$ cat src/rtl/ws2812_frame_tx_if.sv
// Frame-RAM read port plus frame control/status for the WS2812 frame transmitter.
// master: the system side (start, RAM read data); slave: the transmitter.
interface ws2812_frame_tx_if #(
  parameter int ADDR = 8
);
  logic            start;
  logic [ADDR-1:0] pix_addr;
  logic [23:0]     pix_data;
  logic            busy;
  logic            done;
  logic            led_dout;

  modport master (
    output start,
    output pix_data,
    input  pix_addr,
    input  busy,
    input  done,
    input  led_dout
  );

  modport slave (
    input  start,
    input  pix_data,
    output pix_addr,
    output busy,
    output done,
    output led_dout
  );
endinterface

$ cat src/rtl/ws2812_frame_tx.sv
// Walks the pixel frame RAM and serialises each 24-bit word MSB first onto a WS2812 line, then latches.
// Optional build macro LED_AUTO_REFRESH_EN: after the first start, frames repeat back to back forever.
module ws2812_frame_tx #(
  parameter int NUM_LEDS = 256,
  parameter int ADDR     = 8,
  parameter int T0H_CYC  = 60,
  parameter int T1H_CYC  = 120,
  parameter int TBIT_CYC = 188,
  parameter int TRST_CYC = 7500
) (
  input  logic               clk,
  input  logic               rst_n,
  ws2812_frame_tx_if.slave   bus
);

  localparam int CNT_MAX = (TBIT_CYC > TRST_CYC) ? TBIT_CYC : TRST_CYC;
  localparam int CNT_W   = $clog2(CNT_MAX + 1);

  localparam logic [CNT_W-1:0] TBIT_LAST = CNT_W'(TBIT_CYC - 1);
  localparam logic [CNT_W-1:0] TRST_LAST = CNT_W'(TRST_CYC - 1);
  localparam logic [CNT_W-1:0] T0H       = CNT_W'(T0H_CYC);
  localparam logic [CNT_W-1:0] T1H       = CNT_W'(T1H_CYC);
  localparam logic [CNT_W-1:0] FETCH_LAST = CNT_W'(1);

  localparam logic [ADDR-1:0] LAST_PIX  = ADDR'(NUM_LEDS - 1);
  // A one-pixel frame never needs a second word, so the prefetch address stays at 0.
  localparam logic [ADDR-1:0] PREFETCH0 = (NUM_LEDS > 1) ? ADDR'(1) : '0;

  typedef enum logic [1:0] {
    ST_IDLE,
    ST_FETCH,
    ST_SEND,
    ST_LATCH
  } state_t;

  state_t           state_reg, state_next;
  logic [CNT_W-1:0] cyc_cnt_reg, cyc_cnt_next;
  logic [4:0]       bit_cnt_reg, bit_cnt_next;
  logic [ADDR-1:0]  pix_cnt_reg, pix_cnt_next;
  logic [ADDR-1:0]  pix_addr_reg, pix_addr_next;
  logic [23:0]      shift_reg, shift_next;
  logic             busy_reg, busy_next;
  logic             done_reg, done_next;
  logic             led_dout_reg, led_dout_next;

  always_ff @(posedge clk or negedge rst_n) begin
    if (!rst_n) begin
      state_reg    <= ST_IDLE;
      cyc_cnt_reg  <= '0;
      bit_cnt_reg  <= '0;
      pix_cnt_reg  <= '0;
      pix_addr_reg <= '0;
      shift_reg    <= '0;
      busy_reg     <= 1'b0;
      done_reg     <= 1'b0;
      led_dout_reg <= 1'b0;
    end else begin
      state_reg    <= state_next;
      cyc_cnt_reg  <= cyc_cnt_next;
      bit_cnt_reg  <= bit_cnt_next;
      pix_cnt_reg  <= pix_cnt_next;
      pix_addr_reg <= pix_addr_next;
      shift_reg    <= shift_next;
      busy_reg     <= busy_next;
      done_reg     <= done_next;
      led_dout_reg <= led_dout_next;
    end
  end

  always_comb begin
    state_next    = state_reg;
    cyc_cnt_next  = cyc_cnt_reg;
    bit_cnt_next  = bit_cnt_reg;
    pix_cnt_next  = pix_cnt_reg;
    pix_addr_next = pix_addr_reg;
    shift_next    = shift_reg;
    busy_next     = busy_reg;
    done_next     = 1'b0;
    led_dout_next = 1'b0;

    case (state_reg)
      ST_IDLE: begin
        if (bus.start) begin
          state_next    = ST_FETCH;
          busy_next     = 1'b1;
          cyc_cnt_next  = '0;
          pix_cnt_next  = '0;
          pix_addr_next = '0;
        end
      end

      // Two cycles: one for the RAM to register address 0, one to see its data.
      ST_FETCH: begin
        if (cyc_cnt_reg == FETCH_LAST) begin
          state_next    = ST_SEND;
          shift_next    = bus.pix_data;
          cyc_cnt_next  = '0;
          bit_cnt_next  = '0;
          pix_addr_next = PREFETCH0;
        end else begin
          cyc_cnt_next = cyc_cnt_reg + 1'b1;
        end
      end

      ST_SEND: begin
        if (cyc_cnt_reg == TBIT_LAST) begin
          cyc_cnt_next = '0;
          if (bit_cnt_reg == 5'd23) begin
            bit_cnt_next = '0;
            if (pix_cnt_reg != LAST_PIX) begin
              // Prefetched word has been stable for a whole pixel time; no gap between pixels.
              shift_next   = bus.pix_data;
              pix_cnt_next = pix_cnt_reg + 1'b1;
              if (pix_addr_reg != LAST_PIX) begin
                pix_addr_next = pix_addr_reg + 1'b1;
              end
            end else begin
              state_next = ST_LATCH;
            end
          end else begin
            shift_next   = {shift_reg[22:0], 1'b0};
            bit_cnt_next = bit_cnt_reg + 1'b1;
          end
        end else begin
          cyc_cnt_next = cyc_cnt_reg + 1'b1;
        end
      end

      ST_LATCH: begin
        if (cyc_cnt_reg == TRST_LAST) begin
          done_next     = 1'b1;
          cyc_cnt_next  = '0;
          pix_addr_next = '0;
`ifdef LED_AUTO_REFRESH_EN
          state_next    = ST_FETCH;
          pix_cnt_next  = '0;
`else
          state_next    = ST_IDLE;
          busy_next     = 1'b0;
`endif
        end else begin
          cyc_cnt_next = cyc_cnt_reg + 1'b1;
        end
      end

      default: begin
        state_next = ST_IDLE;
        busy_next  = 1'b0;
      end
    endcase

    // Output register tracks the upcoming state so the line is aligned with cyc_cnt.
    if (state_next == ST_SEND) begin
      led_dout_next = (cyc_cnt_next < (shift_next[23] ? T1H : T0H));
    end
  end

  assign bus.pix_addr = pix_addr_reg;
  assign bus.busy     = busy_reg;
  assign bus.done     = done_reg;
  assign bus.led_dout = led_dout_reg;

endmodule

$ cat src/flat_wrapper.sv
// flat-port wrapper written by rule: the top's interface ports become plain ports
module ws2812_frame_tx_flat 
#(
  parameter int NUM_LEDS = 256,
  parameter int ADDR     = 8,
  parameter int T0H_CYC  = 60,
  parameter int T1H_CYC  = 120,
  parameter int TBIT_CYC = 188,
  parameter int TRST_CYC = 7500
)
  (clk, rst_n, bus_start, bus_pix_data, bus_pix_addr, bus_busy, bus_done, bus_led_dout);
  ws2812_frame_tx_if #(.ADDR(ADDR)) bus_i ();
  input  logic clk;
  input  logic rst_n;
  input wire logic [$bits(bus_i.start)-1:0] bus_start;
  input wire logic [$bits(bus_i.pix_data)-1:0] bus_pix_data;
  output wire logic [$bits(bus_i.pix_addr)-1:0] bus_pix_addr;
  output wire logic [$bits(bus_i.busy)-1:0] bus_busy;
  output wire logic [$bits(bus_i.done)-1:0] bus_done;
  output wire logic [$bits(bus_i.led_dout)-1:0] bus_led_dout;
  assign bus_i.start = bus_start;
  assign bus_i.pix_data = bus_pix_data;
  assign bus_pix_addr = bus_i.pix_addr;
  assign bus_busy = bus_i.busy;
  assign bus_done = bus_i.done;
  assign bus_led_dout = bus_i.led_dout;
  ws2812_frame_tx #(.NUM_LEDS(NUM_LEDS), .ADDR(ADDR), .T0H_CYC(T0H_CYC), .T1H_CYC(T1H_CYC), .TBIT_CYC(TBIT_CYC), .TRST_CYC(TRST_CYC)) u_core (.clk(clk), .rst_n(rst_n), .bus(bus_i));
endmodule
$ cat config.mk
export PLATFORM = sky130hd
export DESIGN_NAME = ws2812_frame_tx_flat
export DESIGN_NICKNAME = d
export VERILOG_FILES = /design/src/rtl/ws2812_frame_tx_if.sv /design/src/rtl/ws2812_frame_tx.sv /design/src/flat_wrapper.sv
export SDC_FILE = /design/constraint.sdc
export NUM_CORES = 1
export LEC_CHECK = 0
export CELL_PAD_IN_SITES_DETAIL_PLACEMENT = 0
export CELL_PAD_IN_SITES_GLOBAL_PLACEMENT = 1
export CORE_MARGIN = 2
export CORE_UTILIZATION = 39
export DETAILED_ROUTE_END_ITERATION = 6
export PLACE_DENSITY = 0.85
export SLEW_MARGIN = 40
export SYNTH_ARGS = -nofsm -noshare
export SYNTH_HDL_FRONTEND = slang
export SYNTH_SLANG_ARGS = --single-unit
$ cat constraint.sdc
create_clock -name clk -period 2.49 [get_ports clk]
set_input_delay 0.498 -clock clk [delete_from_list [all_inputs] [get_ports clk]]
set_output_delay 0.498 -clock clk [all_outputs]
set_load 0.02 [all_outputs]
==> impl_metrics.ini <==
[routing]
routed_wirelength_um = 8970
drc_errors = 0
vias = 3215
drt_iter0_drc = 166
drt.antenna.violating_nets = 0
via_per_inst = 5.56
drt_pass1_iterations = 4
wl_per_cell_um = 15.5

[synth]
syn_nets = 438
yosys_register_bits = 63
syn-cell-area_um2 = 3620
synth_cells = 400
synth_cell_types = 54
ys.warnings.count = 0
synth_ff_type = dfrtp_1
ys_async_sr_fraction = 1.00
ys_top_cells_by_area = dfrtp_1, o21ai_0, nand2_1
yosysSeqAreaShare = 0.436
synth_area_leader_cell = dfrtp_1
synth.avg_cell_area_um2 = 9.04
synth_edf_count = 0
synth_top_area_share = 0.436

[power]
power.net_switching_uw = 425
pwr-share-comb = 0.031
cellPowerDensity_nw_per_um2 = 464
p_sw_frac = 0.200
leakage_uw = 0.00195
irDropWorstVdd_uv = 265
p_seq_frac = 0.482
pwr-share-clk = 0.487
p_int_uw = 1700

[clock_network]
cts_resized = 0
cts.sinks = 63
clockRootBuffer = clkbuf_8
post_cts_buffers = 0
htree_levels = 3
cts_buffer_depth = 2
hold_buffers = 0
clock_latency_ns = 0.35
cts_tree = built
cts_buffers = 9
clk_pin_slew_ns = 0.07

[timing]
setup_violations = 0
rsz0062_at_grt = yes
layout_worst_path_cycle_share = 0.967
clock.fmax_mhz = 415
tightest_slew_ns = 0.667
slew_violations = 0
slew_headroom = 0.551
fin_skew_ns = 0.00746
hold_violations = 0
fin_crit_ns = 2.41

[worst_setup_path]
cp-end-kind = flop
required_ns = 2.76
worst_r2r_path_depth = 8
worstSetupPathType = flop to flop
cp_max_fo = 5
arrival_ns = 2.68
timing.rr.end = u_core.bus.led_dout
crit_path_start_kind = flop
r2r_setup_slack_ns = 0.08
r2r_start = u_core.cyc_cnt_reg[12]

[floorplan]
core_um2 = 9110
die_h_um = 100
die_w_um = 100
fp-row-count = 35
initial_core_util = 0.397
die_area_um2 = 10100
pin_count = 38

[finish]
drive_gt1_frac = 0.137
nets = 501
final_cell_area_um2 = 4580
fill_cells = 861
largest_reg_flops = 24
syn2layout_area_growth_pct = 26.7
diodes = 0
most-common-layout-cells = dfrtp_1, nand2_1, o21ai_0, clkdlybuf4s50_1, buf_4
final_common_cell = dfrtp_1
fin_util = 0.503

[global_route]
grt_max_degree = 47
gr-usage-met1 = 0.268
grtUsageMet3 = 0.0327
grt_first_pass_wirelength_um = 15200
grt_pass1_vias = 3150
grt_usage = 0.189
globalRouteOverflowTotal = 0
use_met2 = 0.287
antenna_found_initial = 0
globalRoute.busiestLayer = met2

[flow_run]
cap_violations = 0

[placement]
dp_hpwl_um = 6520
placed_cell_area_um2 = 4330
gp_congestion = 0.924
port_buffers = 37

[hold_path]
hp-class = input port to async pin

[run_status]
status = completed
==> cells by family (layout without fill, tap and decap cells) <==
| group | count (synthesis) | count (layout) | share of synthesized area |
|---|---|---|---|
| mux | 3 | 3 | 0.00900 |
| simple gates | 155 | 155 | 0.220 |
| flops | 63 | 63 | 0.436 |
| compound gates | 119 | 119 | 0.223 |
| xor+xnor | 14 | 14 | 0.0339 |
| buf+inv | 35 | 102 | 0.0398 |
| fa+ha+maj | 11 | 11 | 0.0381 |
==> power groups by stage <==
stage               Sequential [uW]  Combinational, uW  Clock [uW]
finish                         1020               66.9        1030
global route                   1020               73.3        1100
CTS                            1020               69.4        1050
detailed placement             1040               69.1           0
global placement               1040               68.5           0
floorplan                      1040             0.0811           0
==> routing by layer <==
metal / vias to the layer above / share of wire
li1: 1590 / -
met1: 1558 / 0.49
met2: 50 / 0.46
met3: 17 / 0.026
met4: 0 / 0.019
met5: - / 0
==> worst max path at each step <==
stage / from / endpoint / slack (ns)
2_1_floorplan: u_core.cyc_cnt_reg[8] / u_core.bus.led_dout / 0.002
6_report: u_core.cyc_cnt_reg[12] / u_core.bus.led_dout / 0.08
5_1_grt: u_core.cyc_cnt_reg[12] / u_core.bus.led_dout / -0.15
4_1_cts: u_core.cyc_cnt_reg[0] / u_core.bus.led_dout / 0.02
3_3_place_gp: bus_start / u_core.pix_cnt_reg[7] / 0.14
3_5_place_dp: u_core.cyc_cnt_reg[0] / u_core.bus.led_dout / 0.07
==> worst max-delay path, cell delays in order (launching register included) <==
cell and delay [ns]:
dfrtp_1 0.45, nor4_4 0.37, nand4_1 0.30, nor2b_1 0.23, o2111ai_1 0.25, nand2_1 0.12
ha_1 0.30, o2111a_1 0.14, a211oi_2 0.17
==> stage by stage <==
| stage | TNS (ns) | std cells | worst slack [ns] | total power [uW] | hold WS (ns) |
|---|---|---|---|---|---|
| 3_3_place_gp | 0 | 563 | 0.144 | 1110 | 0.454 |
| 6_report | 0 | 578 | 0.0825 | 2120 | 0.0762 |
| 5_1_grt | -0.146 | 578 | -0.146 | 2200 | 0.0912 |
| 3_5_place_dp | 0 | 563 | 0.0668 | 1110 | 0.461 |
| 2_1_floorplan | 0 | 400 | 0.00150 | 1040 | 0.202 |
| 4_1_cts | 0 | 578 | 0.0238 | 2150 | 0.0898 |
==> cell type report <==
class,instances,area (um^2),share of cell area
Timing Repair Buffer,72,641,0.140
Sequential cell,63,1580,0.344
Multi-Input combinational cell,302,1940,0.423
Tap cell,111,139,0.0303
Inverter,15,56.3,0.0123
Clock buffer,12,165,0.0361
Clock inverter,3,65.1,0.0142
==> cell usage after synthesis, types with 4 or more instances <==
library cell   n
a21o_1         5
a21oi_1        5
a22oi_1       22
and3_1         9
buf_2          4
clkbuf_1      14
dfrtp_1       63
ha_1          11
inv_1         15
nand2_1       51
nand2b_1       7
nand3_1       15
nand4_1        7
nand4b_1       4
nor2_1        29
nor2b_1        7
nor3_1         6
nor4_1         5
o21ai_0       39
o21ai_1       16
o31ai_1        6
or4_1          4
xnor2_1        9
xor2_1         5
(Power assumes the default switching activity.)
